==> config.mk <==
export PLATFORM = sky130hd
export DESIGN_NAME = xgmii_delay_unpack
export DESIGN_NICKNAME = d
export VERILOG_FILES = /design/src/rtl/xgmii_delay_unpack.sv
export SDC_FILE = /design/constraint.sdc
export NUM_CORES = 1
export LEC_CHECK = 0
export CAP_MARGIN = 20
export CELL_PAD_IN_SITES_DETAIL_PLACEMENT = 2
export CELL_PAD_IN_SITES_GLOBAL_PLACEMENT = 2
export CORE_MARGIN = 2
export CORE_UTILIZATION = 24
export CTS_CLUSTER_SIZE = 30
export DETAILED_ROUTE_END_ITERATION = 8
export GPL_ROUTABILITY_DRIVEN = 0
export PLACE_DENSITY = 0.8
export SLEW_MARGIN = 20
export SYNTH_ARGS = -nofsm -noshare
export SYNTH_HDL_FRONTEND = slang
export SYNTH_SLANG_ARGS = --single-unit
export TNS_END_PERCENT = 10
==> constraint.sdc <==
create_clock -name clk156_i -period 1.8 [get_ports clk156_i]
set_input_delay 0.36 -clock clk156_i [delete_from_list [all_inputs] [get_ports clk156_i]]
set_output_delay 0.36 -clock clk156_i [all_outputs]
set_load 0.02 [all_outputs]
==> src/rtl/xgmii_delay_unpack.sv <==
// Purpose : drains the 144-bit delay-line TX FIFO onto XGMII after a fixed post-link-up delay.
//           Each word is split into two 72-bit beats, low half first. Idle is emitted when no data is available.
// Latency : 1 cycle from FIFO pop to beat0 on XGMII; beat1 follows on the next cycle (one pop per 2 cycles).
// Backpr. : none downstream; FIFO is FWFT and popped combinationally, and an empty FIFO in phase 0 yields idle (underrun).
//
// Ports:
//   clk156_i        156.25 MHz XGMII clock (single domain)
//   sys_rst_n_i     synchronous active-low reset
//   link_up_i       GT tx_resetdone; low forces WAIT_LINK and drops any held half-word
//   fifo_dout_i     FWFT word: [71:0] = beat0 {txd,txc}, [143:72] = beat1 {txd,txc}
//   fifo_empty_i    FIFO empty flag
//   fifo_rd_en_o    FIFO pop (combinational)
//   xgmii_txd_o     registered TX data
//   xgmii_txc_o     registered TX control
//   running_o       registered "state is RUN"
//   underrun_cnt_o  saturating underrun count
//
// Build option: define XGMII_UNDERRUN_CNT_EN to enable the underrun counter; otherwise it reads 0.
module xgmii_delay_unpack #(
  parameter int DELAY_CYCLES = 200,
  parameter int CNT_W        = 16
) (
  input  logic               clk156_i,
  input  logic               sys_rst_n_i,
  input  logic               link_up_i,
  input  logic [143:0]       fifo_dout_i,
  input  logic               fifo_empty_i,
  output logic               fifo_rd_en_o,
  output logic [63:0]        xgmii_txd_o,
  output logic [7:0]         xgmii_txc_o,
  output logic               running_o,
  output logic [CNT_W-1:0]   underrun_cnt_o
);

  localparam int TW = (DELAY_CYCLES < 1) ? 1 : $clog2(DELAY_CYCLES + 1);
  // Last DELAY-state timer value; meaningless (and unreachable) when DELAY_CYCLES is 0.
  localparam logic [TW-1:0] TLAST = TW'((DELAY_CYCLES > 0) ? DELAY_CYCLES - 1 : 0);
  localparam logic [71:0] IDLE_BEAT = {64'h0707_0707_0707_0707, 8'hFF};

  typedef enum logic [1:0] {WAIT_LINK, DELAY, RUN} state_t;

  state_t        state_q, state_d;
  logic          phase_q, phase_d;
  logic [TW-1:0] timer_q, timer_d;
  logic [71:0]   hold_q,  hold_d;
  logic [71:0]   beat_q,  beat_d;
  logic          running_q;

  always_comb begin
    state_d      = state_q;
    phase_d      = phase_q;
    timer_d      = timer_q;
    hold_d       = hold_q;
    beat_d       = IDLE_BEAT;
    // The pop does not look at link_up: a word popped while the link drops is lost on purpose.
    fifo_rd_en_o = (state_q == RUN) && !phase_q && !fifo_empty_i;

    if (!link_up_i) begin
      // Stale hold_q is harmless: phase 0 never reads it.
      state_d = WAIT_LINK;
      phase_d = 1'b0;
    end else begin
      case (state_q)
        WAIT_LINK: begin
          timer_d = '0;
          state_d = (DELAY_CYCLES == 0) ? RUN : DELAY;
        end
        DELAY: begin
          timer_d = timer_q + 1'b1;
          if (timer_q == TLAST) state_d = RUN;
        end
        RUN: begin
          if (phase_q) begin
            beat_d  = hold_q;
            phase_d = 1'b0;
          end else if (!fifo_empty_i) begin
            beat_d  = fifo_dout_i[71:0];
            hold_d  = fifo_dout_i[143:72];
            phase_d = 1'b1;
          end
        end
        default: state_d = WAIT_LINK;
      endcase
    end
  end

  always_ff @(posedge clk156_i) begin
    if (!sys_rst_n_i) begin
      state_q   <= WAIT_LINK;
      phase_q   <= 1'b0;
      timer_q   <= '0;
      hold_q    <= '0;
      beat_q    <= IDLE_BEAT;
      running_q <= 1'b0;
    end else begin
      state_q   <= state_d;
      phase_q   <= phase_d;
      timer_q   <= timer_d;
      hold_q    <= hold_d;
      beat_q    <= beat_d;
      running_q <= (state_d == RUN);
    end
  end

  assign xgmii_txd_o = beat_q[71:8];
  assign xgmii_txc_o = beat_q[7:0];
  assign running_o   = running_q;

`ifdef XGMII_UNDERRUN_CNT_EN
  logic             underrun;
  logic [CNT_W-1:0] cnt_q;

  assign underrun = link_up_i && (state_q == RUN) && !phase_q && fifo_empty_i;

  always_ff @(posedge clk156_i) begin
    if (!sys_rst_n_i) begin
      cnt_q <= '0;
    end else if (underrun && (cnt_q != {CNT_W{1'b1}})) begin
      cnt_q <= cnt_q + 1'b1;
    end
  end

  assign underrun_cnt_o = cnt_q;
`else
  assign underrun_cnt_o = '0;
`endif

endmodule
==> results by group <==
Run status
  • Status: finished with violations
  • Failing checks: setup timing

Timing
  • Slew @ Worst Pin: around 0.66 ns
  • Final WS setup: -0.0609 ns
  • Max Clock Skew: approximately 0.0097 ns
  • Min cycle time layout: about 1.9 ns
  • Worst slew margin: 55.9%
  • Setup violations, final: 1
  • Fmax achieved: 537 MHz
  • Final hold viol count: 0
  • Fin crit share: 103%
  • Count of pins over their slew limit: 0
  • RSZ-0062 raised after global routing: yes

Yosys
  • Top cells by area, synth: dfxtp_1 55%, a21oi_1 7.2%, nand3_1 6.5%
  • Main synth FF type: dfxtp_1
  • EDFF count, synth: 0
  • Syn Area/Cell: 8.81 um^2
  • Post-synth top area cell: dfxtp_1
  • #FFs+latches synth: around 160
  • Ys async rst share: 0%
  • Cells after Synth: around 650
  • Synth Cell Area: ~0.0057 mm^2
  • Share of the synthesized area in the top cell type: between 50% and 60%
  • Netlist cell types: 34
  • Synth Warn #: 0
  • Post-synthesis sequential area ratio: ~55%

Clock network
  • H-tree depth: 4
  • Clk_lat worst skew: between 0.4 and 0.5 ns
  • TritonCTS Sinks: between 150 and 200
  • CTS Buf Count: 17
  • CTS tree: done
  • Clock Pin Slew Worst Setup and Hold Paths: approximately 0.060 ns
  • Hold buffers post-CTS: 0
  • CTS root buf: clkbuf_16
  • CTS max path bufs: 2

Detailed routing
  • DR iter-0 viols: 201
  • DRC viols: 0
  • Routed WL: ~23000 um
  • TritonRoute pass-1 iters: 4
  • Vias: between 5000 and 6000
  • Final ANT Viol Nets: 0
  • Vias/cell: between 4 and 5
  • Wire length per cell: 19.7 um

Global routing
  • Largest net degree at the start of global routing: 73
  • Antenna violations before repair: 1
  • First-pass GRT wire length: between 30000 and 40000 um
  • GR Layer Usage met2: 33.1%
  • All-Layer GR Usage: 18.6%
  • Vias in the first global route: slightly above 6000
  • Met3 usage: about 4%
  • Most Used Layer, Global Route: met2
  • Grt ovf: 0
  • M1 GR Usage: 21.6%

Pwr
  • P per Cell Area: roughly 860 mW/mm^2
  • Switching part of the total power: around 24%
  • Internal power consumption: between 5 and 6 mW
  • Flop pwr share: between 40% and 50%
  • Psw: between 1.5 and 2 mW
  • Clock power frac: between 40 and 50%
  • Logic pwr share: under 10%
  • Max IR drop VDD: 0.486 mV
  • LEAKAGE: around 3.1 nW

Min path
  • Min-Delay Startpoint: link_up_i
  • Min-Delay Path Class: input pin to flop
  • WHS Path Cells: 4

Setup path
  • Critical path's slowest cell: or4b_4
  • Cell Chain, Critical Path: or4b_4 -> clkinv_4 -> buf_6
  • Worst stage delay on the critical path: 0.58 ns
  • CP Depth: 3
  • Crit path DAT: approximately 1.5 ns
  • RR Startpoint: phase_q
  • Critical path origin: phase_q
  • FF-to-FF path depth: 4
  • Critical Path Start Type: flop
  • Crit. End Element: primary output
  • Critical path buffers and inverters: 2
  • Family with the most delay on the worst path: simple AND/OR/NAND/NOR gates
  • Crit path required time: between 1 and 1.5 ns
  • CP max FO: 2
  • Crit Path Category: flop to primary output
  • Worst reg2reg setup slack: approximately 0.060 ns

Die
  • Std-Cell Rows: between 50 and 60
  • DIE AREA: between 0.02 and 0.03 mm^2
  • Initial core utilization: approximately 24%
  • Die Y: around 160 um
  • Core Area: 0.0234 mm^2
  • Io pins: between 200 and 250
  • Die W: between 150 and 200 um

Job
  • Max-cap violation count: 0

Final layout
  • Final std cells w/o fill: between 1000 and 1500
  • Layout area overhead: 55.9%
  • Nets: around 1000
  • Layout cells sized above 1: roughly 8.4%
  • Filler cell count: 2600

Place
  • Dpl ws: -0.652 ns
  • DP Cell Count: 1153
  • Post-DP HPWL: 15900 um
  • Port Buffers: 221
-- logic make-up after synthesis --
logic type | share of synthesized area (%)
simple gates | 14.1
xor+xnor | 0.306
compound gates | 22.9
fa+ha+maj | 0.219
other cells | 0.0656
buf+inv | 7.83
flops | 54.6
-- routing by layer --
layer,vias to the layer above,share of wire [%]
met5,-,0
met4,0,2.4
met3,30,4.8
met2,153,52
met1,2920,41
li1,2687,-
-- power by group through the flow --
stage	logic, mW	clock network, mW	registers, mW
after global placement	0.606	0	3.54
after floorplan	0.208	0	3.53
after global routing	0.664	3.81	3.46
final	0.621	3.56	3.46
after detailed placement	0.620	0	3.54
after CTS	0.627	3.67	3.46
-- placed cells by master, fill, tap and decap left out, drive strengths merged --
master         netlist  final
clkinvlp             0      5
nand3b               1      1
a22oi               39     39
clkbuf              42     18
nor2b                1      1
or3                  3      3
nand2               36     36
clkdlybuf4s50        0    216
ha                   1      1
or4                  3      3
dfxtp              156    156
dlygate4sd2          0      3
clkinv               1      5
o311a                1      1
xnor2                1      1
nor3b                1      1
xor2                 1      1
conb                 1     16
o21ai               76     76
bufinv               0      1
nand2b               3      3
o31ai                2      2
a21oi               82     82
diode                0      1
buf                 36     30
nand4b               1      1
or2                  3      3
inv                  4      8
nand4                2      2
nor2                45     45
nand3               74     74
or4b                 1      1
o22ai               32     32
-- path summary, 6_finish.rpt --
kind             endpoint
min reg2reg    timer_q[1]
max reg2reg    hold_q[18]
min            timer_q[2]
max          fifo_rd_en_o
-- cell type report --
cell class                      instances  area [um^2]  area share [%]
Antenna cell                            1         2.50          0.0281
Clock buffer                           18          439            4.93
Clock inverter                         14          136            1.53
Inverter                                5         23.8           0.267
Multi-Input combinational cell        425         2220            24.9
Sequential cell                       156         3130            35.1
Tap cell                              319          399            4.48
Timing Repair Buffer                  249         2570            28.8
-- synth_stat cells, types with 7 or more instances --
library cell / count
clkbuf_1: 42
nor2_1: 45
o22ai_1: 32
buf_6: 7
a21oi_1: 82
a22oi_1: 39
buf_2: 9
nand3_1: 74
o21ai_0: 53
nand2_1: 36
dfxtp_1: 156
o21ai_1: 23
buf_4: 16
-- flip-flops by register name (all words and copies together) (netlist names) --
register   cells
running_o      1
state_q        2
phase_q        1
timer_q        8
hold_q        72
beat_q        72
-- metrics by stage --
| step | total power, mW | hold slack, ns | util (%) | setup TNS [ns] | area (um^2) |
|---|---|---|---|---|---|
| floorplan | 3.74 | 0.445 | - | 0 | 5780 |
| global placement | 4.14 | 0.461 | 35.6 | -34.43 | 8320 |
| detailed placement | 4.16 | 0.467 | 35.6 | -40.40 | 8320 |
| CTS | 7.75 | 0.402 | 38.1 | -0.580 | 8910 |
| global route | 7.93 | 0.439 | 38.1 | -0.104 | 8910 |
| finish | 7.63 | 0.411 | 38.1 | -0.0609 | 8910 |
-- repair_timing --
item / in CTS / in global routing
endpoints found under the setup margin: 75 / 65
setup buffers: 1 / 0
gates resized for setup: 11 / 1
pin swaps: 1 / 1
-- worst reg2reg max path, cell delays in order, from the launching register on --
cell and delay [ns]:
dfxtp_2 0.32, or4b_4 0.58, buf_6 0.27, o21ai_0 0.36, a21oi_1 0.09
Note: power is estimated with default switching activity, not from simulation.
